### src/rtl/ysyx_22040931_store_unit.sv
`default_nettype none
// ============================================================================
// Module   : ysyx_22040931_store_unit
// Purpose  : RV64 store execution unit. Formats rs2 data into a lane-replicated
//            64-bit beat with byte strobes and issues one AW/W/B write.
// Options  : YSYX_22040931_STORE_MISALIGN_EN enables misalignment trapping.
// Revision : 1.0 - initial release
// ============================================================================
module ysyx_22040931_store_unit #(
    parameter int ADDR_W = 64,
    parameter int DATA_W = 64
) (
    input  logic              clk,
    input  logic              rst,
    input  logic              req_valid,
    output logic              req_ready,
    input  logic [ADDR_W-1:0] req_addr,
    input  logic [DATA_W-1:0] req_data,
    input  logic [2:0]        req_wop,
    output logic              done,
    output logic              err,
    output logic              awvalid,
    input  logic              awready,
    output logic [ADDR_W-1:0] awaddr,
    output logic              wvalid,
    input  logic              wready,
    output logic [DATA_W-1:0] wdata,
    output logic [7:0]        wstrb,
    input  logic              bvalid,
    output logic              bready,
    input  logic [1:0]        bresp
);

    typedef enum logic [1:0] {
        S_IDLE = 2'd0,
        S_SEND = 2'd1,
        S_RESP = 2'd2,
        S_FIN  = 2'd3
    } state_t;

    localparam logic [2:0] c_W_NONE = 3'b000;
    localparam logic [2:0] c_W_ONE  = 3'b001;
    localparam logic [2:0] c_W_DOU  = 3'b010;
    localparam logic [2:0] c_W_FOR  = 3'b011;
    localparam logic [2:0] c_W_EIG  = 3'b100;

    localparam logic [7:0] c_STRB_B = 8'h01;
    localparam logic [7:0] c_STRB_H = 8'h03;
    localparam logic [7:0] c_STRB_W = 8'h0F;
    localparam logic [7:0] c_STRB_D = 8'hFF;

    state_t              state_q,   state_d;
    logic                awvalid_q, awvalid_d;
    logic                wvalid_q,  wvalid_d;
    logic                err_q,     err_d;
    logic [ADDR_W-1:0]   awaddr_q,  awaddr_d;
    logic [DATA_W-1:0]   wdata_q,   wdata_d;
    logic [7:0]          wstrb_q,   wstrb_d;

    logic [2:0]          w_off;
    logic [DATA_W-1:0]   w_fmt_data;
    logic [7:0]          w_fmt_strb;
    logic                w_illegal;
    logic                w_misalign;

    assign w_off     = req_addr[2:0];
    assign w_illegal = (req_wop > c_W_EIG);

    // Replicate the significant low bytes across every lane so the slave can
    // pick the bytes selected by wstrb without any shifting of its own.
    always_comb begin
        w_fmt_data = '0;
        w_fmt_strb = '0;
        case (req_wop)
            c_W_ONE: begin
                w_fmt_data = {8{req_data[7:0]}};
                w_fmt_strb = c_STRB_B << w_off;
            end
            c_W_DOU: begin
                w_fmt_data = {4{req_data[15:0]}};
                w_fmt_strb = c_STRB_H << w_off;
            end
            c_W_FOR: begin
                w_fmt_data = {2{req_data[31:0]}};
                w_fmt_strb = c_STRB_W << w_off;
            end
            c_W_EIG: begin
                w_fmt_data = req_data;
                w_fmt_strb = c_STRB_D;
            end
            default: begin
                w_fmt_data = '0;
                w_fmt_strb = '0;
            end
        endcase
    end

`ifdef YSYX_22040931_STORE_MISALIGN_EN
    always_comb begin
        w_misalign = 1'b0;
        case (req_wop)
            c_W_DOU: w_misalign = w_off[0];
            c_W_FOR: w_misalign = |w_off[1:0];
            c_W_EIG: w_misalign = |w_off;
            default: w_misalign = 1'b0;
        endcase
    end
`else
    // Strobes shifted past the doubleword are simply truncated.
    assign w_misalign = 1'b0;
`endif

    always_comb begin
        state_d   = state_q;
        awvalid_d = awvalid_q;
        wvalid_d  = wvalid_q;
        err_d     = err_q;
        awaddr_d  = awaddr_q;
        wdata_d   = wdata_q;
        wstrb_d   = wstrb_q;

        case (state_q)
            S_IDLE: begin
                if (req_valid) begin
                    err_d = 1'b0;
                    if (req_wop == c_W_NONE) begin
                        state_d = S_FIN;
                    end else if (w_illegal || w_misalign) begin
                        err_d   = 1'b1;
                        state_d = S_FIN;
                    end else begin
                        state_d   = S_SEND;
                        awvalid_d = 1'b1;
                        wvalid_d  = 1'b1;
                        awaddr_d  = {req_addr[ADDR_W-1:3], 3'b000};
                        wdata_d   = w_fmt_data;
                        wstrb_d   = w_fmt_strb;
                    end
                end
            end
            S_SEND: begin
                // Each channel retires on its own handshake, in any order.
                awvalid_d = awvalid_q & ~awready;
                wvalid_d  = wvalid_q & ~wready;
                if (!awvalid_d && !wvalid_d) begin
                    state_d = S_RESP;
                end
            end
            S_RESP: begin
                if (bvalid) begin
                    err_d   = (bresp != 2'b00);
                    state_d = S_FIN;
                end
            end
            S_FIN: begin
                err_d   = 1'b0;
                state_d = S_IDLE;
            end
            default: begin
                state_d = S_IDLE;
            end
        endcase
    end

    always_ff @(posedge clk or posedge rst) begin
        if (rst) begin
            state_q   <= S_IDLE;
            awvalid_q <= 1'b0;
            wvalid_q  <= 1'b0;
            err_q     <= 1'b0;
            awaddr_q  <= '0;
            wdata_q   <= '0;
            wstrb_q   <= '0;
        end else begin
            state_q   <= state_d;
            awvalid_q <= awvalid_d;
            wvalid_q  <= wvalid_d;
            err_q     <= err_d;
            awaddr_q  <= awaddr_d;
            wdata_q   <= wdata_d;
            wstrb_q   <= wstrb_d;
        end
    end

    assign req_ready = (state_q == S_IDLE);
    assign done      = (state_q == S_FIN);
    assign bready    = (state_q == S_RESP);
    assign err       = err_q;
    assign awvalid   = awvalid_q;
    assign wvalid    = wvalid_q;
    assign awaddr    = awaddr_q;
    assign wdata     = wdata_q;
    assign wstrb     = wstrb_q;

endmodule
`default_nettype wire
### config.mk
export PLATFORM = sky130hd
export DESIGN_NAME = ysyx_22040931_store_unit
export DESIGN_NICKNAME = d
export VERILOG_FILES = /design/src/rtl/ysyx_22040931_store_unit.sv
export SDC_FILE = /design/constraint.sdc
export NUM_CORES = 1
export LEC_CHECK = 0
export ABC_CLOCK_PERIOD_IN_PS = 7800
export BUFFER_PORTS_ARGS = -buffer_cell sky130_fd_sc_hd__buf_2
export CORE_UTILIZATION = 31
export DETAILED_ROUTE_END_ITERATION = 16
export SLEW_MARGIN = 0
export SYNTH_ARGS = -nofsm -noshare
export SYNTH_HDL_FRONTEND = slang
export SYNTH_SLANG_ARGS = --single-unit
export TNS_END_PERCENT = 50
### constraint.sdc
create_clock -name clk -period 7.8 [get_ports clk]
set_input_delay 0 -clock clk [delete_from_list [all_inputs] [get_ports clk]]
set_output_delay 0 -clock clk [all_outputs]
set_load 0.01 [all_outputs]
## Word-level counts from Yosys, hierarchy flattened

Index checks and enable logic that the tools add are counted.

- Bits of input ports: 139
- Register bits after elaboration: 138
- Output and inout bits: 142
- Logic and storage cells: 59

- Magnitude comparators: 1
- Equality and inequality tests: 12
- Mux-type cells: 18
- Reductions and logical operators: 12
- Shift-type cells: 3
- Bitwise operators: 6

Operator list:

| operator | count |
|---|---|
| $pmux 64 s4 | 1 |
| $pmux 8 s4 | 1 |
| $mux 2 | 5 |
| $ne 2x2->1 const B | 5 |
| $pmux 2 s4 | 1 |
| $reduce_and 4->1 | 2 |
| $shl 1x3->8 const A | 1 |
| $shl 2x3->8 const A | 1 |
| $shl 4x3->8 const A | 1 |
| $mux 1 | 7 |
| $eq 3x2->1 const B | 2 |
| $reduce_and 3->1 | 2 |
| $eq 2x2->1 const B | 2 |
| $not 1->1 | 4 |
| $pmux 1 s2 | 2 |
| $reduce_bool 2->1 | 2 |
| $eq 3x1->1 const B | 1 |
| $eq 3x3->1 const B | 1 |
| $gt 3x3->1 const B | 1 |
| $logic_not 3->1 | 1 |
| $pmux 1 s3 | 1 |
| $reduce_bool 3->1 | 1 |
| $and 1x1->1 | 2 |
| $eq 2x1->1 const B | 1 |
| 3 further kinds | 4 |

## Longest topological paths before layout

Gate-level depths: netlist (run 1).

- Word-level depth: 6
- Depth in mapped cells: 9

## Least setup slack after synthesis (run 1)

OpenSTA, ideal clock, no wires.

- Path kind: register -> register
- Start point: register state_q[0]
- End point: register wdata_q[0] (netlist: wdata[0])
- Path buffers: 2
- Data required time: 7,663 ps
- Path slack: 6,154 ps
- Clock period less this slack: 1,646 ps
- Cell stages (with the launch flop): 8
- Arrival: 1,509 ps
- Cell sequence: dfrtp_1 -> inv_1 -> ha_1 -> nand3_1 -> buf_2 -> buf_2 -> nand2_1 -> o21ai_0

- Longest elaborated chain between the ends: 2

Ends and longest elaborated chain:

| item | line | RTL |
|---|---|---|
| start, declared | 52 | `state_t state_q, state_d;` |
| start signal, assigned | 175 | `state_q <= state_d;` |
| $logic_not 2->1 | - |  |
| named net req_ready | 16 | `output logic req_ready,` |
| $reduce_and 4->1 (no line) | - |  |
| end signal, assigned | 180 | `wdata_q <= wdata_d;` |
| end, declared | 57 | `logic [DATA_W-1:0] wdata_q, wdata_d;` |

The timed path passes the listed nets, and every way through them passes these cells.
A chain may end at the register's enable or synchronous reset.

## Final worst setup path (run 1)

- Start point: input port req_wop[2]
- End point: register wdata_q[36] (netlist: wdata[36])

- Longest elaborated chain between the ends: 3
- Elaborated cells between the ends (all ways): 10
- Those cells by class: order compare: 1; eq/ne: 4; mux: 1; bitwise: 2; reduce/logical: 2

Ends and longest elaborated chain:

| item | line | RTL |
|---|---|---|
| start, declared | 19 | `input logic [2:0] req_wop,` |
| $gt 3x3->1 / $logic_not 3->1 (equally long branches) | 67, 126 |  |
| $not 1->1 (no line) | - |  |
| $reduce_and 4->1 (no line) | - |  |

Parallel ways exist; a longest one is shown, timed or not.

==> results.yml, run 1 <==
yosys:
  syn_inst: 725
  synth.avg_cell_area_sq_um: 8.89
  synth_top_flop_cell: "dfrtp_1"
  ys_types: 47
  synth.top_cells.by_area: "dfrtp_1, nand2_1, a21oi_1"
  post-synth-top-count-cell: "nand2_1"
  asyncSetResetFlopFracSynth_pct: 100
  yosys_register_bits: 138
  synth.top_cells.by_count: "nand2_1, dfrtp_1, a21oi_1"
  netlist_area_sq_um: 6440
  synth_warnings: 0
  number_of_flops_mapped_to_enable_cells_by_yosys: 0
  synthDominantAreaCellType: "dfrtp_1"
  synth_top_area_share_pct: 53.6
  sequential_fraction_of_the_synthesis_area_pct: 53.6
global_route:
  global_route_wire_length_before_repair_mm: 34.8
  grt-ovfl-total: 0
  largest_net_degree_at_the_start_of_global_routing: 82
  grt_total_usage_pct: 20.9
  grt_antenna_before_repair: 0
  grt_pass1_vias: 6360
clock_tree:
  cts.sinks: 138
  insertion_delay_ns: 0.42
  cts.clk_slew.worst_paths_ns: 0.06
  cts.root.buffer_cell: "clkbuf_16"
  clock_tree_from_tritoncts: "done"
  htree_levels: 4
  resize_count_post_cts: 0
  cts_inserted_buffers: 17
  clock_tree.buffer_depth: 2
timing:
  finalHoldViolations: 0
  timing.clock.skew_ns: 0.00978
  finalSetupViolCount: 0
  max_slew_vio_count: 0
  tightest_slew_ns: 1.30
  fin_setup_tns_ns: 0
  finalWorstPathRequiredPeriod_ns: 3.23
  max_freq_mhz: 310
  slew-limit-headroom_pct: 13.2
  timing.final.crit_share_pct: 41.4
  grt_setup_unrepaired: "false"
final_layout:
  final.fill_count: 1878
  antenna_cells: 0
  flow.area_growth_from_synthesis_pct: 52.9
  finish.net_count: 1257
  final_layout_size_suffix_gt1_share_pct: 29.8
  layout.core_utilization_pct: 48.5
power:
  p_switching_mw: 1.20
  seq_power_share_pct: 37.6
  clockPowerShare_pct: 25.1
  cellPowerDensity_nw_per_um2: 330
  p_sw_share_pct: 36.8
  power_mw: 3.25
  ir_drop_uv: 128
  power_report.internal_total_mw: 2.05
  total_leakage_power_nw: 5.07
  power.share.combinational_pct: 37.3
placement:
  globalplace.congestion: 0.768
  io_buffer_count: 277
  place_hpwl_mm: 14.2
detailed_routing:
  dr_wl_met3_mm: 1.31
  drc_errors: 0
  route.antenna.remaining_nets: 0
  routed_wirelength_mm: 22.1
  routed_wire_length_per_instance_microns: 15.9
  via_count: 6505
  wl_met2_mm: 10.5
  maxUsedRoutingLayer: "met4"
  wl_met1_mm: 9.84
  post_drt_via_cell_ratio: 4.67
  drt-pass1-iter-count: 5
  iter_0_drt_violations: 277
worst_setup_path:
  crit_path_start_kind: "primary input"
  setup.worst_path.class: "in2reg"
  critical-path-max-stage-delay_ns: 0.63
  end_kind: "flip-flop"
  worstPathRequired_ns: 8.10
  setup.reg_to_reg.worst_slack_ns: 4.58
  timing.critical_path.arrival_ns: 3.53
  peak_fanout_along_the_critical_path: 81
  cell_by_cell_listing_of_the_critical_path: "buf_2, clkinv_1, ha_1, nand3_4, buf_4, a221oi_1, dlygate4sd3_1, nor2_1"
  critPathSlowestCell: "buf_4"
die:
  die_height_microns: 146
  row_count: 52
  dieArea_sq_um: 21400
  coreArea_sq_um: 20300
  floorplan.initialDensity_pct: 31.7
  design.portCount: 281
  die_x_microns: 146
status:
  outcome: "completed"
hold_path:
  worst_hold_path_type: "in2reg"
job:
  cap_viol_max_count: 0
==> flip-flops by register name (all words and copies together) (netlist names) <==
name,cells
wstrb,8
err,1
wdata,64
state_q,2
awaddr,61
wvalid,1
awvalid,1
==> layout make-up <==
type | instances | area (sq um) | area share, %
Tap cell | 270 | 338 | 3.43
Timing Repair Buffer | 415 | 2760 | 28.0
Sequential cell | 138 | 3450 | 35.1
Multi-Input combinational cell | 525 | 2660 | 27.0
Inverter | 12 | 50.0 | 0.508
Clock inverter | 13 | 141 | 1.44
Clock buffer | 19 | 453 | 4.60
==> cell usage in the layout (no fill, tap or decap), drive strengths merged, types with 3 or more instances in the layout <==
cell and n:
mux2 4, nor2 60, nand3b 8, dfrtp 138, ha 9, buf 282
o21ai 31, clkinv 6, clkinvlp 3, mux2i 15, a22o 4, a21oi 112
clkbuf 19, dlygate4sd3 133, a221oi 8, o22a 3, a211o 8, inv 14
nand2 238, conb 3
==> power by group through the flow <==
stage	clock network, mW	registers, mW	logic [mW]
finish	0.815	1.22	1.21
global route	0.867	1.27	1.35
CTS	0.839	1.22	1.21
detailed placement	0	1.22	1.16
global placement	0	1.22	1.14
floorplan	0	1.38	0.481
==> worst max-delay path: cells and delay by family <==
family / cells / cell delay [ns]
simple gates: 2 / 0.63
buf+inv: 4 / 2.06
compound gates: 1 / 0.30
fa+ha+maj: 1 / 0.48
==> routing by layer <==
layer  GRT usage [%]  vias up
li1                -     3168
met1            27.1     3064
met2            34.0      247
met3            4.97       26
met4            7.08        0
met5               0        -
==> timing repair <==
item                                   in CTS  in global routing
hold buffers                              133                  0
endpoints found under the hold margin     210                  0
buffers inserted                            0                  0
==> final timing paths <==
path                                        startpoint                      to  cells past startpoint
max in group asynchronous                          rst   wdata[48]$_DFFE_PP0P_                      4
worst max register to register  state_q[1]$_DFFE_PP0P_   wdata[36]$_DFFE_PP0P_                      7
worst max-delay path                        req_wop[2]   wdata[36]$_DFFE_PP0P_                      8
min in group asynchronous                          rst  awaddr[51]$_DFFE_PP0P_                      3
worst min register to register   awaddr[5]$_DFFE_PP0P_   awaddr[5]$_DFFE_PP0P_                      2
worst min-delay path                            bvalid         err$_DFFE_PP0P_                      4
==> kinds of logic after synthesis <==
kind of cell             count (synthesis)  share of synthesized area (%)
adder cells (fa/ha/maj)                  9                           1.75
other                                    1                         0.0582
buffers and inverters                   64                           5.53
flip-flops                             138                           53.6
AO/OA/AOI/OAI                          178                           15.9
multiplexers                            19                           3.09
AND/OR/NAND/NOR                        316                           20.0
==> metrics by stage <==
stage / cell area [sq um] / std cells / setup WS (ns) / hold slack [ns]
6_report: 9850 / 1392 / 4.57 / 0.0563
5_1_grt: 9850 / 1392 / 4.21 / 0.0397
4_1_cts: 9850 / 1392 / 4.54 / 0.0133
3_5_place_dp: 7930 / 1227 / 4.26 / 0.195
3_3_place_gp: 7930 / 1227 / 4.40 / 0.186
2_1_floorplan: 6450 / 727 / 4.10 / 0.105
Note: power is estimated with default switching activity, not from simulation.
==> inputs of run 2 (changes only) <==
ABC_CLOCK_PERIOD_IN_PS = 3200   (was 7800)
clock period = 3.2 ns   (was 7.8 ns; I/O delays follow)
==> run 2 against run 1 <==
Net effect: final cell count rose by 0.29%; sequential power up 140%; via count shrank 0.12%; largest cell class unchanged.
==> results.yml, run 2 (same netlist as run 1, synthesis figures left out) <==
detailed_routing:
  routed_wirelength_mm: 21.9
  post_drt_via_cell_ratio: 4.65
  drc_errors: 0
  drt-pass1-iter-count: 5
  iter_0_drt_violations: 251
  route.antenna.remaining_nets: 0
  routed_wire_length_per_instance_microns: 15.7
  via_count: 6497
global_route:
  largest_net_degree_at_the_start_of_global_routing: 139
  grt_total_usage_pct: 20.8
  global_route_wire_length_before_repair_mm: 34.8
  grt-ovfl-total: 0
  grt_antenna_before_repair: 1
  grt_pass1_vias: 6584
power:
  power.share.combinational_pct: 37.5
  p_switching_mw: 2.95
  p_sw_share_pct: 37.5
  total_leakage_power_nw: 5.08
  clockPowerShare_pct: 24.7
  ir_drop_uv: 393
  power_mw: 7.87
  seq_power_share_pct: 37.8
  power_report.internal_total_mw: 4.91
  cellPowerDensity_nw_per_um2: 795
worst_setup_path:
  cell_by_cell_listing_of_the_critical_path: "inv_1, ha_1, nand3_4, buf_4, a221oi_1, dlygate4sd3_1, nor2_1"
  crit_path_start_kind: "flip-flop"
  setup.worst_path.class: "reg2reg"
  peak_fanout_along_the_critical_path: 52
  end_kind: "flip-flop"
  worstPathRequired_ns: 3.50
  critPathSlowestCell: "dlygate4sd3_1"
  critical-path-max-stage-delay_ns: 0.61
  cp_top_family: "buffers and inverters"
  timing.critical_path.arrival_ns: 2.90
  critical_path_buf_inv_count: 3
final_layout:
  final_layout_size_suffix_gt1_share_pct: 30.1
  finish.net_count: 1260
  largest_reg_flops: 64
  post_layout_nonfiller_instances: 1396
  final_common_cell: "buf_2"
  flow.area_growth_from_synthesis_pct: 53.6
  layout.cells.most_common_list: "buf_2, nand2_1, dfrtp_1"
timing:
  timing.final.crit_share_pct: 81.3
  finalSetupViolCount: 0
  finalWorstPathRequiredPeriod_ns: 2.60
  slew-limit-headroom_pct: 49.4
  tightest_slew_ns: 0.759
  fin_worst_hold_slack_ns: 0.0168
  timing.clock.skew_ns: 0.0162
  fin_setup_tns_ns: 0
  max_slew_vio_count: 0
  max_freq_mhz: 385
  finalHoldViolations: 0
  grt_setup_unrepaired: "false"
die:
  floorplan.initialDensity_pct: 31.7
  row_count: 52
  design.portCount: 281
  die_height_microns: 146
  coreArea_sq_um: 20300
  dieArea_sq_um: 21400
  die_x_microns: 146
clock_tree:
  post_cts_setup_inserts: 0
  clock_tree_from_tritoncts: "done"
  htree_levels: 4
  cts_inserted_buffers: 17
  cts.sinks: 138
  cts.clk_slew.worst_paths_ns: 0.07
  insertion_delay_ns: 0.42
  cts.root.buffer_cell: "clkbuf_16"
  clock_tree.buffer_depth: 2
hold_path:
  worst_hold_path_type: "in2reg"
placement:
  place_hpwl_mm: 14.1
  io_buffer_count: 277
  globalplace.congestion: 0.774
  dp.cells: 1232
status:
  outcome: "completed"
job:
  cap_viol_max_count: 0
==> run 2: per-layer routing <==
| metal | routed length (microns) | vias to the layer above | GRT usage [%] |
|---|---|---|---|
| li1 | - | 3178 | - |
| met1 | 9710 | 3091 | 26.8 |
| met2 | 10700 | 210 | 35.0 |
| met3 | 1260 | 18 | 4.53 |
| met4 | 225 | 0 | 5.78 |
| met5 | 0 | - | 0 |
==> run 2: path summary, 6_finish.rpt <==
path / end / from / depth (start not counted) / slack (ns)
worst max-delay path: wdata[37]$_DFFE_PP0P_ / state_q[1]$_DFFE_PP0P_ / 7 / 0.60
worst min-delay path: wstrb[1]$_DFFE_PP0P_ / req_addr[1] / 4 / 0.02
worst max register to register: wdata[37]$_DFFE_PP0P_ / state_q[1]$_DFFE_PP0P_ / 7 / 0.60
worst min register to register: awaddr[52]$_DFFE_PP0P_ / awaddr[52]$_DFFE_PP0P_ / 2 / 0.47
max in group asynchronous: wdata[63]$_DFFE_PP0P_ / rst / 4 / 2.26
min in group asynchronous: awaddr[4]$_DFFE_PP0P_ / rst / 4 / 0.39
==> run 2: final cells by class <==
class | instances | area (sq um)
Fill cell | 1906 | 10400
Clock buffer | 17 | 425
Tap cell | 270 | 338
Timing Repair Buffer | 418 | 2810
Antenna cell | 1 | 2.50
Multi-Input combinational cell | 525 | 2660
Inverter | 12 | 48.8
Sequential cell | 138 | 3450
Clock inverter | 15 | 155
==> run 2: power groups by stage <==
stage               clock, mW  sequential (mW)  combinational [mW]
floorplan                   0             3.38                1.17
global placement            0             2.97                2.79
detailed placement          0             2.99                2.84
CTS                      2.01             2.97                2.96
global route             2.08             3.08                3.28
finish                   1.94             2.98                2.95
==> run 2: tightest hold or removal path: cells and delay by family <==
family	cells	cell delay (ns)
compound gates	1	0.05
buf+inv	1	0.21
simple gates	2	0.13
==> run 2: per-stage QoR <==
step	cell area, sq um	util (%)	worst slack (ns)
floorplan	6450	-	1.48
global placement	8000	39.4	1.16
detailed placement	8000	39.4	1.12
CTS	9890	48.7	0.676
finish	9890	48.7	0.600
global route	9890	48.7	0.501
==> run 2: what timing repair did <==
| item | in CTS | in global routing |
|---|---|---|
| hold buffers | 131 | 0 |
| endpoints found under the hold margin | 269 | 0 |
| resized for setup | 0 | 0 |
